`config.mk`:
```
export PLATFORM = sky130hd
export DESIGN_NAME = regfile_sb
export DESIGN_NICKNAME = d
export VERILOG_FILES = /design/src/rtl/regfile_pkg.sv /design/src/rtl/regfile_init_fsm.sv /design/src/rtl/regfile_sb.sv
export SDC_FILE = /design/constraint.sdc
export NUM_CORES = 1
export LEC_CHECK = 0
export BUFFER_PORTS_ARGS = -buffer_cell sky130_fd_sc_hd__buf_2
export CORE_ASPECT_RATIO = 0.8
export CORE_MARGIN = 2
export CORE_UTILIZATION = 30
export CTS_BUF_LIST = sky130_fd_sc_hd__clkbuf_4 sky130_fd_sc_hd__clkbuf_8 sky130_fd_sc_hd__clkbuf_16
export DETAILED_ROUTE_END_ITERATION = 12
export SLEW_MARGIN = 0
export SYNTH_ARGS = -nofsm -noshare
export SYNTH_HDL_FRONTEND = slang
export SYNTH_SLANG_ARGS = --single-unit
```
`constraint.sdc`:
```
create_clock -name clk -period 3.85 [get_ports clk]
set_input_delay 1.155 -clock clk [delete_from_list [all_inputs] [get_ports clk]]
set_output_delay 1.155 -clock clk [all_outputs]
set_load 0.005 [all_outputs]
```
`src/rtl/regfile_pkg.sv`:
```
// Shared types and default sizing for the decode-stage register file.
package regfile_pkg;

  typedef enum logic [0:0] {
    StInit,
    StRun
  } regfile_state_e;

  localparam int unsigned DefDataW   = 8;
  localparam int unsigned DefAddrW   = 5;
  localparam int unsigned DefNumRd   = 2;
  localparam bit          DefZeroReg = 1'b1;

endpackage

```
`src/rtl/regfile_init_fsm.sv`:
```
// Post-reset sweep sequencer: walks every entry once, then raises ready.
module regfile_init_fsm
  import regfile_pkg::*;
#(
  parameter int unsigned ADDR_W = DefAddrW
) (
  input  logic              clk_i,
  input  logic              rst_i,
  output logic              ready_o,
  output logic              clr_en_o,
  output logic [ADDR_W-1:0] clr_addr_o
);

  regfile_state_e    state_q, state_d;
  logic [ADDR_W-1:0] cnt_q, cnt_d;

  always_comb begin
    state_d  = state_q;
    cnt_d    = cnt_q;
    ready_o  = 1'b0;
    clr_en_o = 1'b0;
    unique case (state_q)
      StInit: begin
        // Gate on reset so a held reset never touches storage.
        clr_en_o = !rst_i;
        cnt_d    = cnt_q + 1'b1;
        if (cnt_q == '1) begin
          state_d = StRun;
        end
      end
      StRun: begin
        ready_o = 1'b1;
      end
      default: begin
        state_d = StInit;
      end
    endcase
  end

  assign clr_addr_o = cnt_q;

  always_ff @(posedge clk_i) begin
    if (rst_i) begin
      state_q <= StInit;
      cnt_q   <= '0;
    end else begin
      state_q <= state_d;
      cnt_q   <= cnt_d;
    end
  end

endmodule

```
`src/rtl/regfile_sb.sv`:
```
// Register file with busy scoreboard and post-reset sweep clear.
// Define REGFILE_BYPASS_EN to forward same-cycle write data onto the read ports.
module regfile_sb
  import regfile_pkg::*;
#(
  parameter int unsigned DATA_W   = DefDataW,
  parameter int unsigned ADDR_W   = DefAddrW,
  parameter int unsigned NUM_RD   = DefNumRd,
  parameter bit          ZERO_REG = DefZeroReg
) (
  input  logic                     clk,
  input  logic                     rst,
  output logic                     ready,
  input  logic [NUM_RD*ADDR_W-1:0] rd_addr,
  output logic [NUM_RD*DATA_W-1:0] rd_data,
  output logic [NUM_RD-1:0]        rd_busy,
  input  logic                     wr_en,
  input  logic [ADDR_W-1:0]        wr_addr,
  input  logic [DATA_W-1:0]        wr_data,
  input  logic                     rsv_en,
  input  logic [ADDR_W-1:0]        rsv_addr
);

  localparam int unsigned DEPTH = 1 << ADDR_W;

  logic [DATA_W-1:0] mem_q [DEPTH];
  logic [DEPTH-1:0]  busy_q;

  logic              clr_en;
  logic [ADDR_W-1:0] clr_addr;
  logic              run_en;
  logic              wr_ok;
  logic              rsv_ok;

  regfile_init_fsm #(
    .ADDR_W (ADDR_W)
  ) u_init_fsm (
    .clk_i      (clk),
    .rst_i      (rst),
    .ready_o    (ready),
    .clr_en_o   (clr_en),
    .clr_addr_o (clr_addr)
  );

  assign run_en = ready && !rst;
  assign wr_ok  = run_en && wr_en  && !(ZERO_REG && (wr_addr == '0));
  assign rsv_ok = run_en && rsv_en && !(ZERO_REG && (rsv_addr == '0));

  // No reset on storage: the sweep clears it so it can map onto RAM.
  always_ff @(posedge clk) begin
    if (clr_en) begin
      mem_q[clr_addr]  <= '0;
      busy_q[clr_addr] <= 1'b0;
    end else begin
      if (wr_ok) begin
        mem_q[wr_addr]  <= wr_data;
        busy_q[wr_addr] <= 1'b0;
      end
      // Later assignment wins: a new reservation overrides the write's clear.
      if (rsv_ok) begin
        busy_q[rsv_addr] <= 1'b1;
      end
    end
  end

  for (genvar k = 0; k < NUM_RD; k++) begin : g_rd
    logic [ADDR_W-1:0] ra;
    logic              is_zero;
    logic              byp;

    assign ra      = rd_addr[k*ADDR_W +: ADDR_W];
    assign is_zero = ZERO_REG && (ra == '0);
`ifdef REGFILE_BYPASS_EN
    assign byp = run_en && wr_en && (wr_addr == ra) && !is_zero;
`else
    assign byp = 1'b0;
`endif

    assign rd_data[k*DATA_W +: DATA_W] = (!ready || is_zero) ? '0      :
                                         byp                 ? wr_data :
                                                               mem_q[ra];
    assign rd_busy[k] = (!ready || is_zero || byp) ? 1'b0 : busy_q[ra];
  end

endmodule

```
==> impl_metrics.env, run 1 <==
export IMPL_fin_crit_sh_pct=104.0
export IMPL_critPathMaxFanout=7
export IMPL_worst_slack_ps=-153.1
export IMPL_grt_antenna_before_repair=0
export IMPL_fmax_mhz=249.8
export IMPL_synthToLayoutAreaGrowth_pct=27.25
export IMPL_first_global_vias=9816
export IMPL_worstPathArrival_ps=2850
export IMPL_drt_pass1_iter_count=5
export IMPL_skew_ps=20.44
export IMPL_finalCriticalPeriod_ps=4003
export IMPL_r2r_start="u_init_fsm.state_q"
export IMPL_route_detailed_drc=0
export IMPL_r2r_end="mem_q[20][6]"
export IMPL_synth_main_ff_cell="edfxtp_1"
export IMPL_core_area_sq_um=48380
export IMPL_dpl_hpwl_microns=31300
export IMPL_clkSlewWorstSetupHoldPaths_ps=60
export IMPL_regArea_sq_um=8448
export IMPL_htreeDepth=2
export IMPL_syn_inst=917
export IMPL_leakagePower_nw=5.800
export IMPL_cts_root_buf="clkbuf_16"
export IMPL_min_path_type="register to register"
export IMPL_critical_path_class="input port to output pin"
export IMPL_tightest_slew_ps=1256
export IMPL_fin_tns_setup_ps=-1453
export IMPL_diodes=0
export IMPL_gp_congestion=0.8797
export IMPL_postRouteAntennaNets=0
export IMPL_cts_hold_buf=0
export IMPL_stdcell_area_sq_um=18700
export IMPL_ys_types=66
export IMPL_violations="negative setup slack"
export IMPL_slew_headroom_pct=16.25
export IMPL_cts_tree="built"
export IMPL_timing_hold_violations_final=0
export IMPL_die_w_microns=251.4
export IMPL_start_util_pct=30.37
export IMPL_mappedNetlistArea_sq_um=14690
export IMPL_grt_pass1_wl_microns=67230
export IMPL_vias=10040
export IMPL_viasPerCell=5.764
export IMPL_cp_startpoint="rd_addr[0]"
export IMPL_status="finished with violations"
export IMPL_grt_ovfl_total=0
export IMPL_multiInputGateArea_sq_um=6304
export IMPL_syn_avg_cell_area_sq_um=16.02
export IMPL_synth_async_reset_ratio_pct=0
export IMPL_final_cells=1742
export IMPL_pin_count=51
export IMPL_drive_gt1_share_pct=41.51
export IMPL_grt_start_max_net_pins=33
export IMPL_track_usage_pct=17.99
export IMPL_syn_nets=954
export IMPL_reg2reg_slack_ps=730
export IMPL_ys_warn_count=0
export IMPL_initialDrtViolationCount=1268
export IMPL_cp_start_kind="input port"
export IMPL_required_ps=2690
export IMPL_fillers=4342
export IMPL_cts_sinks=294
export IMPL_synth_edf_count=256
export IMPL_drv_slew=0
export IMPL_nNetsFinal=1124
export IMPL_whs_ps=483.6
export IMPL_clockBufferDepth=3
export IMPL_row_count=72
export IMPL_port_buffers=50
export IMPL_postPlaceCellArea_sq_um=16630
export IMPL_rsz0062_at_grt="yes"
export IMPL_worst_r2r_path_depth=5
export IMPL_finalWirelength_microns=46190
export IMPL_dp_cells=1659
export IMPL_critPathCapture="rd_data[7]"
export IMPL_power_density_nw_per_um2=398.5
export IMPL_ys_seq_area_share_pct=57.49
export IMPL_clock_latency_ps=510
export IMPL_dieArea_sq_um=50780
export IMPL_ys_ff_latch=294
export IMPL_wire_per_inst_microns=26.51
export IMPL_cts_buffers=34
export IMPL_fp_dieH_microns=202.0
export IMPL_final_core_util_pct=38.65
export IMPL_cp_end_kind="output pin"
export IMPL_setup_viol=15
export IMPL_cap_viol_max_count=0
export IMPL_vdd_drop_max_mv=0.2757
==> layer usage <==
metal / GRT usage (%) / share of wire (%) / vias to the layer above
met1: 25.08 / 41 / 5241
met5: 0 / 0 / -
li1: - / - / 4200
met3: 3.400 / 8.7 / 74
met2: 28.86 / 47 / 526
met4: 4.974 / 2.8 / 0
==> critical path, stage by stage <==
cell and delay (ps):
buf_16 130, buf_12 150, buf_12 140, mux4_2 510
mux2i_1 140, buf_4 160, o22a_1 180, o221ai_2 130
buf_2 160
==> area by class of cell <==
| class | instances | share of cell area (%) |
|---|---|---|
| clock buffers | 40 | 5.072 |
| clock inverters | 22 | 1.164 |
| inverters | 9 | 0.1807 |
| multi-input cells | 547 | 33.71 |
| flip-flops and latches | 294 | 45.18 |
| well taps | 629 | 4.209 |
| repair buffers | 201 | 10.48 |
==> through the flow <==
stage,power (mW),setup slack (ps)
3_3_place_gp,4.061,-316.1
2_1_floorplan,3.831,104.1
5_1_grt,7.657,-197.8
6_report,7.451,-153.1
3_5_place_dp,4.065,-307.8
4_1_cts,7.464,-134.2
==> Yosys cell counts, types with 9 or more instances <==
library cell | number | area [sq um]
nand2_1 | 42 | 157.7
and2_1 | 15 | 93.84
o21ai_0 | 34 | 170.2
a21oi_1 | 26 | 130.1
dfxtp_1 | 38 | 760.7
a31oi_1 | 11 | 68.82
nand3_1 | 18 | 90.09
edfxtp_1 | 256 | 7687
nor3_1 | 11 | 55.05
a22oi_1 | 18 | 135.1
nor2b_1 | 9 | 56.30
nor2_1 | 44 | 165.2
mux4_2 | 142 | 3198
buf_2 | 21 | 105.1
clkbuf_1 | 29 | 108.9
a32oi_1 | 9 | 78.83
o221ai_1 | 16 | 140.1
mux2i_1 | 47 | 470.5
==> cell usage in the layout, fill, tap and decap left out, types with 11 or more instances in the layout <==
master and n:
mux2i_1 34, nand2_1 42, nor3_1 11, a22oi_1 11
nand3_1 18, edfxtp_1 256, mux4_2 142, buf_2 45
o21ai_0 34, buf_4 105, buf_12 24, clkbuf_16 37
and2_1 13, a21oi_1 24, buf_6 14, dfxtp_1 38
nor2_1 44
==> flip-flops by register name (all words and copies together) (netlist names) <==
signal                 flops
busy_q                    32
mem_q                    256
u_init_fsm.clr_addr_o      5
u_init_fsm.state_q         1
==> cells by family (layout without fill, tap and decap cells) <==
group                      count (synthesis)  count (layout)  share of synthesized area, %
buffers and inverters                     76             272                         2.427
AOI/OAI and AO/OA                        164             164                         7.681
and+or+nand+nor                          182             182                         6.497
xor gates and xnor gates                   3               3                        0.1788
adders and majority gates                  5               5                        0.4257
muxes                                    193             193                         25.30
DFF                                      294             294                         57.49
==> report_power, final <==
group	leakage [nW]	internal [mW]	switching (mW)
Sequential	2.29	3.44	0.0143
Combinational	2.94	0.323	0.340
Clock	0.569	2.04	1.30
Total	5.80	5.80	1.65
==> repair_timing <==
| action | CTS | global route |
|---|---|---|
| gates cloned | 9 | 0 |
| buffers inserted | 18 | 4 |
| endpoints found under the setup margin | 18 | 18 |
| resized for setup | 83 | 35 |
| pin swaps | 22 | 21 |
==> how the worst min path moves through the flow <==
stage / cells past startpoint / startpoint / slack (ps) / to
after floorplan: 2 / busy_q[29] / 450 / busy_q[29]
after global placement: 1 / busy_q[0] / 470 / busy_q[0]
after detailed placement: 1 / busy_q[0] / 480 / busy_q[0]
after CTS: 1 / busy_q[0] / 490 / busy_q[0]
after global routing: 1 / busy_q[0] / 520 / busy_q[0]
final: 1 / busy_q[0] / 480 / busy_q[0]
Power figures use the tool's default switching activity.
==> run 2, diff against run 1 <==
--- a/config.mk
+++ b/config.mk
@@ -10,5 +10,6 @@
 export CORE_MARGIN = 2
-export CORE_UTILIZATION = 30
+export CORE_UTILIZATION = 50
 export CTS_BUF_LIST = sky130_fd_sc_hd__clkbuf_4 sky130_fd_sc_hd__clkbuf_8 sky130_fd_sc_hd__clkbuf_16
 export DETAILED_ROUTE_END_ITERATION = 12
+export PLACE_DENSITY = 0.66
 export SLEW_MARGIN = 0
==> constraint.sdc (replaced) <==
create_clock -name clk -period 3.85 [get_ports clk]
set_input_delay 0.1925 -clock clk [delete_from_list [all_inputs] [get_ports clk]]
set_output_delay 0.1925 -clock clk [all_outputs]
set_load 0.005 [all_outputs]
==> run 2 against run 1 <==
  * The run now ends clean
  * Count of clock-buffer cells in the layout decreased by 8
  * Sequential share of layout area increased by 5.6 points
  * Sequential power about the same
  * Clock power decreased by 2%
  * Register-to-register slack improved by 250 ps
  * First-iteration DRC count increased by 5.1%
==> impl_metrics.env, run 2 (synthesis gave the netlist of run 1 again) <==
export IMPL_status="finished clean"
export IMPL_setup_viol=0
export IMPL_fp_dieH_microns=157.3
export IMPL_cap_viol_max_count=0
export IMPL_cp_start_kind="register"
export IMPL_first_global_vias=9294
export IMPL_drv_slew=0
export IMPL_largest_register_ffs=256
export IMPL_skew_ps=19.53
export IMPL_fin_crit_sh_pct=77.70
export IMPL_nNetsFinal=1024
export IMPL_use_met1_pct=41.58
export IMPL_start_util_pct=50.41
export IMPL_grt_busiest_layer="met1"
export IMPL_port_buffers=50
export IMPL_crit_chain="buf_4, or4b_2, o22ai_1, o32a_1, buf_2"
export IMPL_cts_root_buf="clkbuf_16"
export IMPL_min_path_type="input port to register"
export IMPL_grt_antenna_before_repair=0
export IMPL_die_w_microns=195.7
export IMPL_multiInputGateArea_sq_um=5889
export IMPL_preCtsSetupSlack_ps=777.3
export IMPL_cp_end_kind="output pin"
export IMPL_slew_headroom_pct=26.19
export IMPL_htreeDepth=1
export IMPL_worstPathArrival_ps=2800
export IMPL_row_count=56
export IMPL_postRouteAntennaNets=0
export IMPL_wire_per_inst_microns=29.56
export IMPL_timing_hold_violations_final=0
export IMPL_postPlaceCellArea_sq_um=15490
export IMPL_stdcell_area_sq_um=16640
export IMPL_reg2reg_slack_ps=980
export IMPL_pin_count=51
export IMPL_grt_pass1_wl_microns=61310
export IMPL_top_register="mem_q"
export IMPL_viasPerCell=6.972
export IMPL_tightest_slew_ps=1103
export IMPL_synthToLayoutAreaGrowth_pct=13.24
export IMPL_vdd_drop_max_mv=0.4608
export IMPL_cp_startpoint="u_init_fsm.state_q"
export IMPL_leakagePower_nw=5.058
export IMPL_power_density_nw_per_um2=430.6
export IMPL_worst_r2r_path_depth=4
export IMPL_initialDrtViolationCount=1333
export IMPL_required_ps=3660
export IMPL_grt_ovfl_total=0
export IMPL_vias=9684
export IMPL_cp_top_family="simple AND/OR/NAND/NOR gates"
export IMPL_clockBufferDepth=3
export IMPL_finalCriticalPeriod_ps=2992
export IMPL_core_area_sq_um=29150
export IMPL_gp_congestion=0.9594
export IMPL_r2r_end="mem_q[0][4]"
export IMPL_cp_slowest_cell="or4b_2"
export IMPL_clock_latency_ps=580
export IMPL_dpl_hpwl_microns=27940
export IMPL_met3_usage_pct=6.385
export IMPL_worst_slack_ps=858.4
export IMPL_cts_buffers=31
export IMPL_fmax_mhz=334.3
export IMPL_diodes=0
export IMPL_drt_pass1_iter_count=7
export IMPL_critical_path_class="register to output pin"
export IMPL_cp_buffers_inverters=2
export IMPL_grt_start_max_net_pins=49
export IMPL_fin_tns_setup_ps=0
export IMPL_r2r_start="u_init_fsm.state_q"
export IMPL_finalWirelength_microns=41050
export IMPL_cpPeakStageDelay_ps=820
export IMPL_use_met2_pct=40.19
export IMPL_hp_start="rsv_addr[2]"
export IMPL_regArea_sq_um=8448
export IMPL_route_detailed_drc=0
export IMPL_rsz0062_at_grt="no"
export IMPL_clkSlewWorstSetupHoldPaths_ps=60
export IMPL_cts_sinks=294
export IMPL_track_usage_pct=27.35
export IMPL_critPathMaxFanout=21
export IMPL_crit_cells=5
export IMPL_cts_tree="built"
export IMPL_dieArea_sq_um=30780
export IMPL_layout_common_cells="edfxtp_1, mux4_2, buf_4"
export IMPL_fillers=2324
export IMPL_drive_gt1_share_pct=30.83
export IMPL_critPathCapture="rd_data[6]"
export IMPL_mostFrequentLayoutCell="edfxtp_1"
run 2: cell types whose count changed in the layout (fill, tap and decap cells not counted), moves of 6 or more:
cell | before | now
mux2i_2 | 8 | 0
buf_16 | 9 | 0
a22oi_1 | 11 | 18
buf_6 | 14 | 0
o221ai_1 | 9 | 16
o221ai_2 | 6 | 0
buf_4 | 105 | 52
mux2i_1 | 34 | 47
clkbuf_16 | 37 | 31
buf_12 | 24 | 1
a22oi_2 | 7 | 0
run 2: how the worst min path moves through the flow:
stage,slack [ps],endpoint,cells past startpoint
finish,40,busy_q[18],3
global route,70,busy_q[12],4
CTS,9,busy_q[18],3
detailed placement,470,busy_q[8],2
global placement,470,busy_q[0],1
floorplan,400,busy_q[7],3
run 2: metrics by stage:
| stage | utilization (%) | std cells | total power [mW] | hold slack [ps] |
|---|---|---|---|---|
| after floorplan | - | 917 | 3.831 | 396.7 |
| after global placement | 53.14 | 1327 | 3.966 | 472.0 |
| after detailed placement | 53.14 | 1327 | 3.969 | 474.8 |
| after CTS | 57.09 | 1389 | 7.197 | 8.571 |
| after global routing | 57.09 | 1389 | 7.360 | 72.13 |
| final | 57.09 | 1389 | 7.164 | 37.56 |
run 2: repair_timing:
action,4_1_cts,5_1_grt
hold buffers,4,0
setup buffers,0,0
endpoints found under the hold margin,10,0
gates resized for setup,0,0
setup endpoints to repair,0,0
run 2: report_power, final:
part,switching [mW],internal [mW],total [mW]
combinational,0.271,0.185,0.456
clock,1.30,1.96,3.25
sequential,0.0179,3.44,3.46
run 2: area by class of cell:
| type | instances | share of cell area [%] |
|---|---|---|
| clock inverter | 26 | 1.970 |
| inverter | 9 | 0.2030 |
| tap | 377 | 2.835 |
| sequential | 294 | 50.77 |
| timing repair buffer | 104 | 4.121 |
| multi-input combinational | 547 | 35.39 |
| clock buffer | 32 | 4.707 |
run 2: layer usage:
| metal | vias up | part of all wire (%) |
|---|---|---|
| li1 | 3975 | - |
| met1 | 4987 | 42 |
| met2 | 641 | 44 |
| met3 | 81 | 12 |
| met4 | 0 | 2.4 |
| met5 | - | 0 |
run 2: worst min-delay path, cell delays in order:
cell	delay [ps]
buf_2	140
or3b_2	160
o21ai_0	70
==> run 3, diff against run 2 <==
PLACE_DENSITY = 0.69   (was 0.66)
clock period = 2.7 ns   (was 3.85 ns; I/O delays follow)
==> run 3 against run 2 <==
  * Die area unchanged
  * First-iteration DRC count decreased by 2.7%
  * Global-route usage decreased by 0.073 points
  * Total power increased by 39%
  * Count of clock-buffer cells in the layout increased by 5
  * Sequential cell count unchanged
  * Critical path depth unchanged
  * Hold slack improved by 93 ps
  * Utilization increased by 0.63 points
  * Critical endpoint is now rd_data[0]
  * Largest cell class unchanged
==> impl_metrics.env, run 3 (synthesis gave the netlist of run 1 again) <==
export IMPL_status="finished clean"
export IMPL_vdd_drop_max_mv=0.4929
export IMPL_regArea_sq_um=8449
export IMPL_netSwitchingFraction_pct=21.41
export IMPL_synthToLayoutAreaGrowth_pct=14.48
export IMPL_fin_crit_sh_pct=97.58
export IMPL_largest_register_ffs=256
export IMPL_dpl_hpwl_microns=28660
export IMPL_top_register="mem_q"
export IMPL_required_ps=2570
export IMPL_cts_sinks=294
export IMPL_layout_common_cells="edfxtp_1, mux4_2, buf_4"
export IMPL_worstPathArrival_ps=2500
export IMPL_combPwrFrac_pct=7.1
export IMPL_whs_ps=130.7
export IMPL_start_util_pct=50.41
export IMPL_drt_pass1_iter_count=5
export IMPL_skew_ps=13.63
export IMPL_cts_root_buf="clkbuf_16"
export IMPL_cp_slowest_cell="or4b_4"
export IMPL_first_global_vias=9326
export IMPL_fmax_mhz=379.6
export IMPL_pin_count=51
export IMPL_initialDrtViolationCount=1297
export IMPL_gp_congestion=1.003
export IMPL_drv_slew=0
export IMPL_core_area_sq_um=29150
export IMPL_use_met2_pct=42.21
export IMPL_fp_dieH_microns=157.3
export IMPL_grt_ovfl_total=0
export IMPL_clock_latency_ps=560
export IMPL_dieArea_sq_um=30780
export IMPL_use_met1_pct=39.09
export IMPL_leakagePower_nw=5.162
export IMPL_viasPerCell=6.860
export IMPL_power_switching_mw=2.129
export IMPL_intPower_mw=7.815
export IMPL_cpPeakStageDelay_ps=590
export IMPL_track_usage_pct=27.28
export IMPL_port_buffers=50
export IMPL_fillers=2235
export IMPL_clockBufferDepth=3
export IMPL_vias=9672
export IMPL_grt_antenna_before_repair=0
export IMPL_met3_usage_pct=6.814
export IMPL_finalWirelength_microns=41290
export IMPL_worst_slack_ps=65.42
export IMPL_row_count=56
export IMPL_seq_power_share_pct=49.5
export IMPL_stdcell_area_sq_um=16820
export IMPL_critical_path_class="register to output pin"
export IMPL_postRouteAntennaNets=0
export IMPL_clkSlewWorstSetupHoldPaths_ps=60
export IMPL_mostFrequentLayoutCell="edfxtp_1"
export IMPL_cts_buffers=30
export IMPL_postPlaceCellArea_sq_um=15720
export IMPL_route_detailed_drc=0
export IMPL_finalCriticalPeriod_ps=2635
export IMPL_drive_gt1_share_pct=32.04
export IMPL_rsz0062_at_grt="no"
export IMPL_power_density_nw_per_um2=591.1
export IMPL_pwr_share_clk_pct=43.4
export IMPL_min_path_type="input port to register"
export IMPL_setup_viol=0
export IMPL_htreeDepth=1
export IMPL_cap_viol_max_count=0
export IMPL_slew_headroom_pct=22.10
export IMPL_tightest_slew_ps=1160
export IMPL_crit_chain="buf_4, or4b_4, o22a_1, o221ai_1, buf_2"
export IMPL_grt_pass1_wl_microns=60730
export IMPL_final_core_util_pct=57.71
export IMPL_grt_busiest_layer="met2"
export IMPL_cp_top_family="simple AND/OR/NAND/NOR gates"
export IMPL_cp_end_kind="output pin"
export IMPL_multiInputGateArea_sq_um=5906
export IMPL_nNetsFinal=1049
export IMPL_wire_per_inst_microns=29.29
export IMPL_grt_start_max_net_pins=41
export IMPL_cp_start_kind="register"
export IMPL_timing_hold_violations_final=0
export IMPL_critPathMaxFanout=11
export IMPL_cp_buffers_inverters=2
export IMPL_diodes=0
export IMPL_preCtsSetupSlack_ps=-82.21
export IMPL_postCtsSetupBuffers=0
export IMPL_die_w_microns=195.7
export IMPL_cts_tree="built"
==> run 3: cell type report <==
type / count / share of cell area, %
flip-flops and latches: 294 / 50.23
multi-input cells: 547 / 35.11
repair buffers: 130 / 5.578
clock buffers: 37 / 4.879
well taps: 377 / 2.804
clock inverters: 16 / 1.205
inverters: 9 / 0.2008
==> run 3: worst paths after layout <==
check,from,slack (ps),depth (start not counted),end
max,u_init_fsm.state_q,70,5,rd_data[0]
min,rsv_en,130,5,busy_q[28]
max reg2reg,u_init_fsm.state_q,230,4,mem_q[29][5]
min reg2reg,busy_q[18],500,2,busy_q[18]
==> run 3: stage by stage <==
stage	setup TNS, ps	power [mW]	cells
finish	0	9.944	1410
global route	0	10.19	1410
CTS	0	9.973	1410
detailed placement	-656.6	5.701	1351
global placement	-574.2	5.699	1351
floorplan	0	5.463	917
==> run 3: worst min-delay path: stages <==
cell and delay [ps]:
buf_2 110, nand4b_1 190, nor2_1 110, nand2_1 60, a21oi_1 50
==> run 3: timing repair <==
item                       in CTS  in global routing
pin swaps                       0                  0
gates resized for setup         3                  2
hold endpoints to repair       16                  0
hold buffers                    6                  0
setup endpoints to repair      10                  9
==> run 3: metal layers <==
layer  wire length (microns)  up-vias
li1                        -     4028
met1                   16280     4919
met2                   18840      641
met3                    4963       82
met4                    1126        2
met5                      85        -
==> run 3: power by group through the flow <==
stage	logic, mW	clock network, mW	registers (mW)
2_1_floorplan	0.451	0	5.01
3_3_place_gp	0.679	0	5.02
3_5_place_dp	0.681	0	5.02
4_1_cts	0.690	4.36	4.92
5_1_grt	0.740	4.52	4.93
6_report	0.703	4.32	4.92
